**src/rtl/aucohl_serial_tx.sv**
```systemverilog
// aucohl_serial_tx: UART-style transmitter draining an aucohl_fifo read port.
// Frame = start bit, DW data bits LSB-first, optional parity, one or two stop bits.
// Bit period is clk_div+1 clocks; all frame config is captured on the fetch edge.
module aucohl_serial_tx #(
  parameter int unsigned DW = 8,
  parameter int unsigned W  = 16
) (
  input  logic          clk,
  input  logic          rst,
  input  logic          en,
  input  logic [W-1:0]  clk_div,
  input  logic          parity_en,
  input  logic          parity_odd,
  input  logic          two_stop,
  input  logic          fifo_empty,
  input  logic [DW-1:0] fifo_rdata,
  output logic          fifo_rd,
  output logic          tx,
  output logic          busy,
  output logic          done
);

  localparam int unsigned BCW = $clog2(DW + 1);
  localparam logic [BCW-1:0] LastBit = BCW'(DW - 1);

  typedef enum logic [2:0] {StIdle, StStart, StData, StParity, StStop} state_e;

  state_e         state_q;
  logic [W-1:0]   baud_q;
  logic [W-1:0]   div_q;
  logic [BCW-1:0] bit_q;
  logic [DW-1:0]  shift_q;
  logic           par_en_q;
  logic           two_stop_q;
  logic           par_q;
  logic           tx_q;
  logic           done_q;
  logic           bit_end;

  assign bit_end = (baud_q == '0);

  // Pop only from IDLE; rst term keeps the strobe quiet during an async reset.
  assign fifo_rd = (state_q == StIdle) & en & ~fifo_empty & ~rst;
  assign busy    = (state_q != StIdle);
  assign tx      = tx_q;
  assign done    = done_q;

  // Frame sequencer: fetch, bit timing, serial shift and registered tx/done.
  always_ff @(posedge clk or posedge rst) begin
    if (rst) begin
      state_q    <= StIdle;
      baud_q     <= '0;
      div_q      <= '0;
      bit_q      <= '0;
      shift_q    <= '0;
      par_en_q   <= 1'b0;
      two_stop_q <= 1'b0;
      par_q      <= 1'b0;
      tx_q       <= 1'b1;
      done_q     <= 1'b0;
    end else begin
      done_q <= 1'b0;
      // Baud counter runs only inside a frame and reloads at every bit end.
      if (state_q != StIdle) begin
        baud_q <= bit_end ? div_q : baud_q - 1'b1;
      end
      unique case (state_q)
        StIdle: begin
          if (fifo_rd) begin
            shift_q    <= fifo_rdata;
            div_q      <= clk_div;
            par_en_q   <= parity_en;
            two_stop_q <= two_stop;
            par_q      <= (^fifo_rdata) ^ parity_odd;
            baud_q     <= clk_div;
            bit_q      <= '0;
            tx_q       <= 1'b0;
            state_q    <= StStart;
          end
        end
        StStart: begin
          if (bit_end) begin
            tx_q    <= shift_q[0];
            state_q <= StData;
          end
        end
        StData: begin
          if (bit_end) begin
            if (bit_q == LastBit) begin
              bit_q <= '0;
              if (par_en_q) begin
                tx_q    <= par_q;
                state_q <= StParity;
              end else begin
                tx_q    <= 1'b1;
                state_q <= StStop;
              end
            end else begin
              bit_q   <= bit_q + 1'b1;
              shift_q <= shift_q >> 1;
              tx_q    <= shift_q[1];
            end
          end
        end
        StParity: begin
          if (bit_end) begin
            bit_q   <= '0;
            tx_q    <= 1'b1;
            state_q <= StStop;
          end
        end
        StStop: begin
          if (bit_end) begin
            // bit_q counts completed stop bits when two are configured.
            if (two_stop_q && (bit_q == '0)) begin
              bit_q <= BCW'(1);
            end else begin
              done_q  <= 1'b1;
              state_q <= StIdle;
            end
          end
        end
        default: begin
          state_q <= StIdle;
          tx_q    <= 1'b1;
        end
      endcase
    end
  end

endmodule

```
**config.mk**
```make
export PLATFORM = sky130hd
export DESIGN_NAME = aucohl_serial_tx
export DESIGN_NICKNAME = d
export VERILOG_FILES = /design/src/rtl/aucohl_serial_tx.sv
export SDC_FILE = /design/constraint.sdc
export NUM_CORES = 1
export LEC_CHECK = 0
export CORE_MARGIN = 2
export CORE_UTILIZATION = 50
export CTS_CLUSTER_SIZE = 10
export DETAILED_ROUTE_END_ITERATION = 10
export PLACE_DENSITY = 0.73
export SLEW_MARGIN = 15
export SYNTH_ARGS = -nofsm -noshare
export SYNTH_HDL_FRONTEND = slang
export SYNTH_SLANG_ARGS = --single-unit
```
**constraint.sdc**
```tcl
create_clock -name clk -period 4.3 [get_ports clk]
set_input_delay 0.645 -clock clk [delete_from_list [all_inputs] [get_ports clk]]
set_output_delay 0.645 -clock clk [all_outputs]
set_load 0.01 [all_outputs]
```
==> Word level (Yosys, flattened, before mapping) <==
Index checks and enable logic that the tools add are counted.
{ "word_totals": {"ff_bits": 52, "out_inout_bits": 4, "inputBits": 31, "wordCells": 80} }
{ "op_classes": {"n_eq_ne": 14, "addsub": 2, "reduce_logical": 13, "n_bitwise": 7, "n_mux": 34} }
{ "ops": {"columns": ["cell", "count"], "rows": [
  ["16-bit 2-to-1 mux", 4],
  ["3-bit 2-to-1 mux", 8],
  ["4-bit 2-to-1 mux", 6],
  ["8-bit 2-to-1 mux", 3],
  ["2-bit inequality test, second input constant", 9],
  ["16-bit logical NOT", 1],
  ["4-bit one-hot mux with 4 select lines", 1],
  ["8-bit one-hot mux with 2 select lines", 1],
  ["16-bit by 1-bit subtractor with 16-bit output, second input constant", 1],
  ["3-bit one-hot mux with 5 select lines", 1],
  ["1-bit 2-to-1 mux", 9],
  ["8-bit parity", 1],
  ["7-bit AND reduction", 1],
  ["3-bit by 2-bit equality test with 1-bit output, second input constant", 2],
  ["6-bit AND reduction", 1],
  ["1-bit one-hot mux with 5 select lines", 1],
  ["5-bit AND reduction", 1],
  ["4-bit by 1-bit adder with 4-bit output, second input constant", 1],
  ["4-bit by 3-bit equality test with 1-bit output, second input constant", 1],
  ["4-bit logical NOT", 1],
  ["4-bit AND reduction", 1],
  ["4-bit nonzero test", 1],
  ["1-bit AND", 3],
  ["3-bit by 1-bit equality test with 1-bit output, second input constant", 1],
  ["8 further kinds", 10]
]} }

==> Longest topological paths before layout <==
{ "depth": {"ltp_word": 6, "depth_mapped": 8, "depth_no_buf": 7} }

==> Least setup slack after synthesis <==
OpenSTA, ideal clock, no wires.
{ "synth_path": {"kind": "reg2out", "start": "register state_q[0]", "end": "output fifo_rd", "stages_incl_launch_ff": 6, "setup_slack_ps": 2150, "path_buffers": 2, "t_arrival_ps": 1505, "path_cell_list": "dfrtp_1 -> clkbuf_1 -> nor3_1 -> nand2_1 -> inv_1 -> clkbuf_1"} }
{ "synth_between": {"elab_chain_len": 4} }
{ "synth_lines": {"columns": ["element", "line_no", "rtl"], "rows": [
  ["start, declared", "28", "state_e state_q;"],
  ["start signal, assigned", "51", "state_q <= StIdle;"],
  ["start signal, assigned", "78", "state_q <= StStart;"],
  ["start signal, assigned", "84", "state_q <= StData;"],
  ["3-bit logical NOT", "43", "assign fifo_rd = (state_q == StIdle) & en & ~fifo_empty & ~rst;"],
  ["1-bit AND (3 in a row)", "43", null],
  ["end, declared", "17", "output logic fifo_rd,"]
]} }
Every way passes these cells.

==> Worst setup path after layout <==
{ "layout_path": {"start": "register state_q[0]", "end": "output busy"} }
{ "layout_between": {"elab_chain_len": 1} }
{ "layout_lines": {"columns": ["element", "line_no", "rtl"], "rows": [
  ["3-bit nonzero test", "44", "assign busy = (state_q != StIdle);"],
  ["end, declared", "19", "output logic busy,"]
]} }
Every way passes these cells.

==> run summary <==
met3 wire length: 250 um
period utilisation layout: 0.677
number of global-route vias before repair: 2398
Metal-1 WL: 3070 um
Max Slew Vio Count: 0
CTS buffer count: 5
setup TNS: 0 ns
Fin. Hold Viols: 0
final hold slack: 0.474 ns
most frequent cells in the layout: nand2_1 (78), dfrtp_1 (51), clkdlybuf4s50_1 (34), nor2_1 (23), mux2i_1 (20)
Clock Path Buffers: 2
via count: 2460
Avg Cell Area, Syn: 8.95 um^2
leakage: 1.49 nW
largest net degree at the start of global routing: 31
clk_lat worst skew: 0.31 ns
Pwr Total: 0.00119 W
Worst-path clk slew: 0.09 ns
initial antenna violation count: 0
Die X: 81.0 um
area growth from synthesis to layout: 17.4%
Hold Buf Count CTS: 0
Achievable Freq: 344 MHz
Starting Density: 0.510
die area: 0.00656 mm^2
GP Congestion: 0.801
status: finished, final reports clean
port bufs: 34
PostCTS Resize Cnt: 0
flops & latches, synth: 52
H-tree levels: 2
HP Class: reg -> reg
Placed Cells: 426
Nets: 393
CTS tree: done
share of layout cells above drive strength 1: 0.0808
Die Ht: 81.0 um
routed length per instance: 15.1 um
Global Route Usage Sum: 0.211
crit-path max FO: 22
Root Driver: clkbuf_8
top sig layer: met4
core area: 0.00582 mm^2
wire length on met2: 3210 um
CP endpoint kind: primary output
Worst-Margin Slew: 0.940 ns
Final setup viols: 0
PwrDens: 341 mW/mm^2
starting DRC count in detailed routing: 195
DR vias/cell: 5.67
number of fill cells: 535
final WL: 6570 um
I/O Pins: 35
Final Critical Period: 2.91 ns
non-filler instance count after layout: 434
CTS sink count: 52
Row Count: 28
Max VDD drop: 0.167 mV
RSZ-0062 raised after global routing: false
required time worst endpoint: 3.65 ns
Post-DP HPWL: 4460 um
R2R Setup Slk: 1.89 ns
Routed Antenna Nets: 0
Mapped Area: 0.00296 mm^2
DRC Markers: 0
share of flip-flops with an asynchronous set or reset: 1.00
Netlist cell types: 47
critical path startpoint category: flip-flop
most common cell after layout, fill and taps aside: nand2_1
yosys warns: 0
Max-Cap Viols: 0
Slew headroom: 0.371
Setup Fix Bufs, Post-CTS: 0
Antenna Cells: 0
Crit Path Category: reg -> out
ys flop type: dfrtp_1
cells after synthesis: 331
number of flops mapped to enable cells by yosys: 0
Syn Nets: 366
Util after Layout: 0.599
CP Data Arrival Time: 2.27 ns
grt ovf: 0
TritonRoute pass-1 iters: 4
Post-Route Skew: 0.00954 ns
sequential area share after synthesis: 0.439
first-pass GRT wire length: 11000 um
-- registers in the layout (all words and copies together), names as in the netlist --
register	cells
baud_q	16
bit_q	4
div_q	16
done	1
par_en_q	1
par_q	1
shift_q	8
state_q	3
two_stop_q	1
tx	1
-- worst paths after layout --
check                                start         end  cells past startpoint
worst max-delay path            state_q[0]        busy                      4
max in group asynchronous              rst  baud_q[15]                      3
min in group asynchronous              rst    div_q[0]                      2
worst min register to register    div_q[7]    div_q[7]                      2
worst min-delay path              div_q[7]    div_q[7]                      2
worst max register to register  baud_q[10]          tx                      5
-- cell usage after synthesis (all sizes together) (4+ instances only) --
library cell	n	area, um^2
nor4	5	61.3
a21oi	7	35.0
mux2	5	56.3
a211oi	4	30.0
inv	7	26.3
buf	9	52.6
nand2	79	304
nor2	23	86.3
mux2i	20	200
xnor2	13	114
nand3b	4	30.0
nor3	8	40.0
dfrtp	51	1280
clkbuf	11	41.3
o22ai	9	56.3
nand3	7	45.0
o21ai	25	125
ha	4	50.1
nand2b	4	25.0
-- power by group --
part	switching [W]	internal, W	total (W)
clock	0.000162	0.000206	0.000368
combinational	0.000119	0.000127	0.000246
sequential	0.0000475	0.000524	0.000572
-- routing by layer --
metal  vias to the layer above  track usage
li1                       1204            -
met1                      1204        0.276
met2                        48        0.371
met3                         4       0.0300
met4                         0       0.0492
met5                         -            0
-- worst max-delay path, cell delays in order, from the launching register on --
cell             delay (ns)
dfrtp_1                0.54
nor3_1                 0.11
buf_4                  0.20
inv_1                  0.47
clkdlybuf4s50_1        0.65
-- per-stage QoR --
stage / area, um^2 / setup WS (ns)
5_1_grt: 3480 / 1.28
3_3_place_gp: 3350 / 1.44
6_report: 3480 / 1.39
3_5_place_dp: 3350 / 1.41
2_1_floorplan: 2960 / 2.15
4_1_cts: 3480 / 1.40
-- logic make-up after synthesis --
logic type                 synth area share
and+or+nand+nor                       0.232
muxes                                0.0865
buffers and inverters                0.0405
AOI/OAI and AO/OA                     0.138
xor gates and xnor gates             0.0473
adders and majority gates            0.0169
DFF                                   0.439
-- area by class of cell --
class	instances	area, um^2	area share
inverter	7	26.3	0.00755
clock buffer	7	96.3	0.0277
clock inverter	1	30.0	0.00863
tap	75	93.8	0.0270
sequential	52	1300	0.374
multi-input combinational	252	1550	0.444
timing repair buffer	40	385	0.111
Power figures use the tool's default switching activity.
